--- src/rtl/twiddle_fetch_ctrl.sv ---
// Read-side controller for a registered 1-cycle-latency twiddle ROM: issues a sequential
// address run, buffers returned words in a 2-entry FIFO and streams them over valid/ready.
module twiddle_fetch_ctrl #(
  parameter int NUM_TW    = 28,
  parameter int BASE_ADDR = 0,
  parameter int ADDR_W    = 5,
  parameter int DATA_W    = 16
) (
  input  logic              clk,
  input  logic              rst,
  input  logic              start,
  output logic              busy,
  output logic              done,
  output logic [ADDR_W-1:0] rom_addr,
  input  logic [DATA_W-1:0] rom_data,
  output logic [DATA_W-1:0] tw_data,
  output logic [ADDR_W-1:0] tw_index,
  output logic              tw_valid,
  input  logic              tw_ready,
  output logic              tw_last
);

  localparam int CNT_W = ADDR_W + 1;
  localparam logic [CNT_W-1:0]  NUM_TW_C   = CNT_W'(NUM_TW);
  localparam logic [CNT_W-1:0]  LAST_IDX_C = CNT_W'(NUM_TW - 1);
  localparam logic [CNT_W-1:0]  CNT_ONE_C  = CNT_W'(1);
  localparam logic [ADDR_W-1:0] ADDR_ONE_C = ADDR_W'(1);
  localparam logic [ADDR_W-1:0] BASE_C     = ADDR_W'(BASE_ADDR);

  typedef enum logic [1:0] {
    IDLE  = 2'd0,
    RUN   = 2'd1,
    DRAIN = 2'd2
  } state_t;

  state_t             state_r;
  state_t             state_s;
  logic               done_s;
  logic               issue_s;
  logic               pop_s;
  logic [CNT_W-1:0]   issued_r;
  logic [CNT_W-1:0]   popped_r;
  logic [ADDR_W-1:0]  next_addr_r;
  logic [ADDR_W-1:0]  last_addr_r;
  logic               inflight_r;
  logic [DATA_W-1:0]  mem_r [2];
  logic               wr_ptr_r;
  logic               rd_ptr_r;
  logic [1:0]         count_r;
  logic               busy_r;
  logic               done_r;

  assign tw_valid = (count_r != 2'd0);
  assign pop_s    = tw_valid & tw_ready;
  assign tw_data  = mem_r[rd_ptr_r];
  assign tw_index = popped_r[ADDR_W-1:0];
  assign tw_last  = tw_valid & (popped_r == LAST_IDX_C);
  assign busy     = busy_r;
  assign done     = done_r;

  // The ROM registers its address, so the word issued this cycle is pushed at the end of the
  // next one; crediting this cycle's pop keeps full throughput within two buffer entries.
  assign issue_s = (state_r == RUN) && (issued_r < NUM_TW_C) &&
                   (({1'b0, count_r} + {2'b00, inflight_r} - {2'b00, pop_s}) < 3'd2);

  // The address currently being issued, otherwise the last one issued (held between issues).
  assign rom_addr = issue_s ? next_addr_r : last_addr_r;

  // Next-state and done-pulse decode.
  always_comb begin
    state_s = state_r;
    done_s  = 1'b0;
    case (state_r)
      IDLE: begin
        if (start) begin
          state_s = RUN;
        end else begin
          state_s = IDLE;
        end
      end
      RUN: begin
        if (issue_s && (issued_r == LAST_IDX_C)) begin
          state_s = DRAIN;
        end else begin
          state_s = RUN;
        end
      end
      DRAIN: begin
        if (pop_s && tw_last) begin
          state_s = IDLE;
          done_s  = 1'b1;
        end else begin
          state_s = DRAIN;
        end
      end
      default: begin
        state_s = IDLE;
        done_s  = 1'b0;
      end
    endcase
  end

  // State, counters, address tracking and the 2-entry word buffer.
  always_ff @(posedge clk) begin
    if (rst) begin
      state_r     <= IDLE;
      busy_r      <= 1'b0;
      done_r      <= 1'b0;
      issued_r    <= {CNT_W{1'b0}};
      popped_r    <= {CNT_W{1'b0}};
      next_addr_r <= BASE_C;
      last_addr_r <= {ADDR_W{1'b0}};
      inflight_r  <= 1'b0;
      mem_r[0]    <= {DATA_W{1'b0}};
      mem_r[1]    <= {DATA_W{1'b0}};
      wr_ptr_r    <= 1'b0;
      rd_ptr_r    <= 1'b0;
      count_r     <= 2'd0;
    end else begin
      state_r    <= state_s;
      busy_r     <= (state_s != IDLE);
      done_r     <= done_s;
      inflight_r <= issue_s;

      if ((state_r == IDLE) && start) begin
        issued_r    <= {CNT_W{1'b0}};
        popped_r    <= {CNT_W{1'b0}};
        next_addr_r <= BASE_C;
      end else begin
        if (issue_s) begin
          issued_r    <= issued_r + CNT_ONE_C;
          next_addr_r <= next_addr_r + ADDR_ONE_C;
          last_addr_r <= next_addr_r;
        end
        if (pop_s) begin
          popped_r <= popped_r + CNT_ONE_C;
        end
      end

      if (inflight_r) begin
        mem_r[wr_ptr_r] <= rom_data;
        wr_ptr_r        <= ~wr_ptr_r;
      end
      if (pop_s) begin
        rd_ptr_r <= ~rd_ptr_r;
      end

      case ({inflight_r, pop_s})
        2'b10:   count_r <= count_r + 2'd1;
        2'b01:   count_r <= count_r - 2'd1;
        default: count_r <= count_r;
      endcase
    end
  end

endmodule

--- config.mk ---
export PLATFORM = sky130hd
export DESIGN_NAME = twiddle_fetch_ctrl
export DESIGN_NICKNAME = d
export VERILOG_FILES = /design/src/rtl/twiddle_fetch_ctrl.sv
export SDC_FILE = /design/constraint.sdc
export NUM_CORES = 1
export LEC_CHECK = 0
export CAP_MARGIN = 10
export CELL_PAD_IN_SITES_DETAIL_PLACEMENT = 0
export CELL_PAD_IN_SITES_GLOBAL_PLACEMENT = 2
export CORE_ASPECT_RATIO = 2
export CORE_MARGIN = 2
export CORE_UTILIZATION = 37
export CTS_CLUSTER_DIAMETER = 30
export CTS_CLUSTER_SIZE = 10
export DETAILED_ROUTE_END_ITERATION = 12
export MAX_ROUTING_LAYER = met4
export PLACE_DENSITY_LB_ADDON = 0.1
export SLEW_MARGIN = 20
export SYNTH_ARGS = -nofsm -noshare
export SYNTH_HDL_FRONTEND = slang
export SYNTH_SLANG_ARGS = --single-unit
--- constraint.sdc ---
create_clock -name clk -period 4 [get_ports clk]
set_input_delay 0.8 -clock clk [delete_from_list [all_inputs] [get_ports clk]]
set_output_delay 0.8 -clock clk [all_outputs]
set_load 0.02 [all_outputs]
# [Yosys cells after proc, flatten, opt, wreduce, memory -nomap -nowiden]
# Memories as Yosys holds them, arrays and structs flattened. A register that Yosys moved wholly into a read port is not among the register bits.
# Cells that the tools add are included.
[word_totals] reg_bits=31 elab_cells=61 n_memories=1 ramBits=32 input_bits=20
[memory_table] memory="mem_r" words=2 word_bits=16 read_ports=1 rd_clocked_by_memory_dff=1 write_ports=2 line_no="46" text="logic [DATA_W-1:0] mem_r [2];"
[classes] addsub=7 magnitude_cmp=2 n_eq_ne=6 muxes=17 bitwise=5 reduce_logical=12
[op_table] op="2-to-1 mux 16 bit" count=1
[op_table] op="OR reduction 16 bit" count=1
[op_table] op="adder 6 x 1 -> 6 bit, second input constant" count=2
[op_table] op="equality test 6 x 5 -> 1 bit, second input constant" count=2
[op_table] op="2-to-1 mux 1 bit" count=11
[op_table] op="< comparator 6 x 5 -> 1 bit, second input constant" count=1
[op_table] op="one-hot mux 2 bit (3 select lines)" count=1
[op_table] op="nonzero test 2 bit" count=3
[op_table] op="adder 5 x 1 -> 5 bit, second input constant" count=1
[op_table] op="logical AND 1 bit" count=5
[op_table] op="2-to-1 mux 5 bit" count=1
[op_table] op="equality test 2 x 1 -> 1 bit, second input constant" count=2
[op_table] op="equality test 2 bit, second input constant" count=2
[op_table] op="2-to-1 mux 2 bit" count=2
[op_table] op="one-hot mux 2 bit (2 select lines)" count=1
[op_table] op="OR reduction 2 bit" count=2
[op_table] op="adder 2 x 1 -> 3 bit" count=1
[op_table] op="< comparator 3 x 2 -> 1 bit, second input constant" count=1
[op_table] op="NOT 1 bit" count=3
[op_table] op="subtractor 3 x 1 -> 3 bit" count=1
[op_table] op="adder 2 x 1 -> 2 bit, second input constant" count=1
[op_table] op="bitwise AND 1 bit" count=2
[op_table] op="zero test 2 bit" count=1
[op_table] op="subtractor 2 x 1 -> 2 bit, second input constant" count=1

# [Depth between registers and ports, before layout]
[logic_depth] depth_word=9 mapped_depth=9

# [Worst setup path after synthesis]
# Ideal clock, no wire load.
[synth_path] path_type="input to output" from="in tw_ready" to="out rom_addr[1]" path_buffers=2 t_required_ps=3200 stages=8 t_arrival_ps=2490 path_slack_ps=710 cell_sequence="and3b_1 -> o21ai_0 -> fa_1 -> nand4bb_1 -> buf_2 -> buf_2 -> o31ai_1 -> nand2_1"
[synth_via] elab_chain_len=5
[synth_lines] item="start: declaration" line_no="19" text="input logic tw_ready,"
[synth_lines] item="bitwise AND 1 bit" line_no="54" text="assign pop_s = tw_valid & tw_ready;"
[synth_lines] item="subtractor 3 x 1 -> 3 bit" line_no="64" text="(({1'b0, count_r} + {2'b00, inflight_r} - {2'b00, pop_s}) < 3'd2);"
[synth_lines] item="< comparator 3 x 2 -> 1 bit" line_no="64"
[synth_lines] item="logical AND 1 bit" line_no="63" text="assign issue_s = (state_r == RUN) && (issued_r < NUM_TW_C) &&"
[synth_lines] item="2-to-1 mux 5 bit"
[synth_lines] item="end: declaration" line_no="14" text="output logic [ADDR_W-1:0] rom_addr,"
# No other way between the ends.

# [Worst setup path after layout]
[layout_path] from="in tw_ready" to="out rom_addr[2]"
# Same word-level chain as after synthesis.

==> results by group <==
Outcome
  – Status: finished clean

Routing
  – Vias: about 2,200
  – WL per Instance: 16.0 µm
  – Detailed Routing Iterations Pass 1: 6
  – Number of vias per cell: 5.27
  – Initial DRC Count: ~160
  – Routed wire length: ~6600 µm
  – DRC viols: 0
  – ANT nets after route: 0

GRT
  – Vias in the first global route: approximately 2,100
  – Initial antenna violation count: 0
  – GRT Resource Usage Total: 0.164
  – Total congestion overflow: 0
  – Largest net degree at the start of global routing: 28
  – Global-route wire length before repair: between 10,000 and 15,000 µm

STA
  – RSZ-0062 raised after global routing: no
  – Least-Margin Pin Slew: 0.883 ns
  – Period utilization: 0.906
  – Final Hold Fails: 0
  – Slew Viols, Final: 0
  – Rel. slew slack: 0.409
  – Fin crit period: roughly 3.6 ns
  – Setup violations, final: 0
  – Clk_skew: between 0.006 and 0.007 ns
  – Max frequency: approximately 0.28 GHz
  – Hold slack: around 0.47 ns

Power and ir drop
  – Power per Cell Area: about 420 nW/µm²
  – Worst VDD drop: between 0.2 and 0.25 mV
  – Leakage: ~1.5 nW
  – Total power: between 0.0015 and 0.002 W

Worst setup path
  – Worst R2R Setup Slack: around 1.5 ns
  – FF-to-FF End: next_addr_r[0]
  – Critical Path Fanout Max: 6
  – Crit path kind: primary input to primary output
  – Reg2Reg Depth: 8
  – CP max stage cell: fa_1
  – RR Startpoint: count_r[0]
  – Worst setup SP type: primary input
  – Arrival @ worst endpoint: roughly 2.8 ns
  – Cell Chain, Critical Path: dlymetal6s2s_1 > and3b_1 > o21ai_1 > fa_1 > nand4bb_1 > buf_4 > o31ai_2 > nand2_1 > dlygate4sd2_1
  – CP max stage delay: ~0.56 ns
  – CP endpoint kind: primary output
  – WP data required: approximately 3.2 ns

Clocking
  – Root Driver: clkbuf_16
  – CTS tree: done
  – H-tree levels: 3
  – Clock Latency Late Sink: about 0.33 ns
  – Clock sinks: 64
  – CTS buffer count: 9
  – Bufs on Longest Clock Path: 2
  – Clk slew on worst S/H paths: 0.05 ns

Synthesis
  – Ys async rst share: 0
  – Syn Area/Cell: 11.4 µm²
  – Synth warn: 0
  – Register area share after synthesis: 0.535
  – Simple-gate share of the synthesized area: 0.223
  – Main combinational cell family by area after synthesis: simple AND/OR/NAND/NOR gates
  – Top FF cell, synth: edfxtp_1
  – Library cells used by synthesis: 48
  – Synth Cell Area: 2990 µm²
  – Seq cells post-synth: 64
  – Post-Synth Adder-Cell Area: 0.0192
  – Number of flops mapped to enable cells by yosys: 32
  – Xor/xnor share of the synthesized area: 0.0201
  – Multiplexer share of the synthesized area: 0.0803
  – Mapped Cells: 262
  – Syn Nets: 286
  – Compound-Gate Fraction of Synth Area: 0.0803

Hold path
  – Number of cells on the worst hold path: 2
  – Min-Delay Endpoint: last_addr_r[2]
  – Worst Hold Launch: last_addr_r[2]
  – Hold Path Class: register to register

Final layout
  – Post-Layout Cell Count: about 410
  – Post-layout util: 0.499
  – Most common cell after layout, fill and taps aside: clkdlybuf4s50_1
  – Layout Area Growth over Synthesis: 31.4%
  – Ratio of cells with drive above 1 in the final layout: 0.174
  – Post-route cell area: ~3900 µm²
  – Antenna diode count: 0
  – Most frequent cells in the layout: 43 x clkdlybuf4s50_1, 33 x and2_1, 32 x dfxtp_1, 32 x edfxtp_1, 16 x mux2_2
  – Layout Nets: about 340

Floorplanning
  – Starting density of the core: 0.379
  – Die Ht: roughly 130 µm
  – Row cnt: 46
  – Die ar.: around 9000 µm²
  – Die Wd: 67.6 µm
  – CORE AREA: about 7900 µm²
  – Boundary pin count: 50

Job
  – Maxcap violations: 0

Place
  – Placed cells: ~400
  – Gpl congestion: roughly 0.76
  – Dpl hpwl: roughly 4600 µm
  – Placed Area: around 3600 µm²
  – IO Port Bufs: between 40 and 50
worst max-delay path: cells and delay by family:
family / cells / cell delay [ns]
buf+inv: 3 / 0.67
fa+ha+maj: 1 / 0.56
compound gates: 2 / 0.40
simple gates: 3 / 0.39
where the power goes:
group          switching (W)  leakage [nW]  internal [W]
logic              0.0000717         0.737     0.0000742
clock network       0.000270         0.144      0.000495
registers          0.0000132         0.592      0.000714
cells in the mapped netlist (7+ instances only):
library cell | count | area share
o31ai_1 | 10 | 0.025
nor2_1 | 9 | 0.011
nand4_1 | 9 | 0.019
dfxtp_1 | 32 | 0.21
edfxtp_1 | 32 | 0.32
and2_1 | 33 | 0.069
nand2_1 | 9 | 0.011
buf_2 | 9 | 0.015
mux2_2 | 16 | 0.060
a21oi_1 | 14 | 0.023
clkbuf_1 | 7 | 0.0088
worst max path at each step:
| stage | from | cells past startpoint | to | slack [ns] |
|---|---|---|---|---|
| after global placement | tw_ready | 9 | rom_addr[4] | -0.19 |
| after CTS | tw_ready | 9 | rom_addr[3] | 0.002 |
| after global routing | tw_ready | 9 | rom_addr[2] | 0.24 |
| after floorplan | tw_ready | 8 | rom_addr[1] | 0.71 |
| after detailed placement | tw_ready | 9 | rom_addr[1] | -0.20 |
| final | tw_ready | 9 | rom_addr[2] | 0.37 |
per-layer routing:
metal  vias up  GRT usage  routed length [µm]
li1       1060          -                   -
met1      1057      0.169                2530
met2        40      0.277                3660
met3        13     0.0257                 216
met4         0      0.102                 171
met5         -          -                   0
cells by family (layout without fill, tap and decap cells):
family | after synthesis | in the layout
fa+ha+maj | 4 | 4
flops | 64 | 64
xor+xnor | 6 | 6
simple gates | 105 | 105
mux | 22 | 22
buf+inv | 24 | 78
compound gates | 37 | 37
state kept, by name, indices dropped and copies added (netlist names), named ones only:
signal and flops:
busy 1, count_r 2, done 1, inflight_r 1, issued_r 6, last_addr_r 5
mem_r 32, next_addr_r 5, popped_r 6, rd_ptr_r 1, state_r 2, wr_ptr_r 1
area by class of cell:
| cell class | instances | area (µm²) |
|---|---|---|
| inverters | 2 | 7.51 |
| multi-input cells | 174 | 1340 |
| flip-flops and latches | 64 | 1600 |
| clock inverters | 4 | 43.8 |
| repair buffers | 60 | 572 |
| fillers | 753 | 3950 |
| clock buffers | 12 | 246 |
| well taps | 96 | 120 |
stage by stage:
step / setup slack, ns / setup TNS (ns)
after floorplan: 0.710 / 0
after CTS: 0.00185 / 0
final: 0.375 / 0
after global routing: 0.240 / 0
after detailed placement: -0.195 / -0.947
after global placement: -0.192 / -0.906
timing repair:
action	4_1_cts	5_1_grt
endpoints found under the hold margin	0	0
hold buffers	0	0
setup buffers	0	0
gates resized for setup	6	14
pin swaps	0	1
endpoints found under the setup margin	5	5
Note: power is estimated with default switching activity, not from simulation.
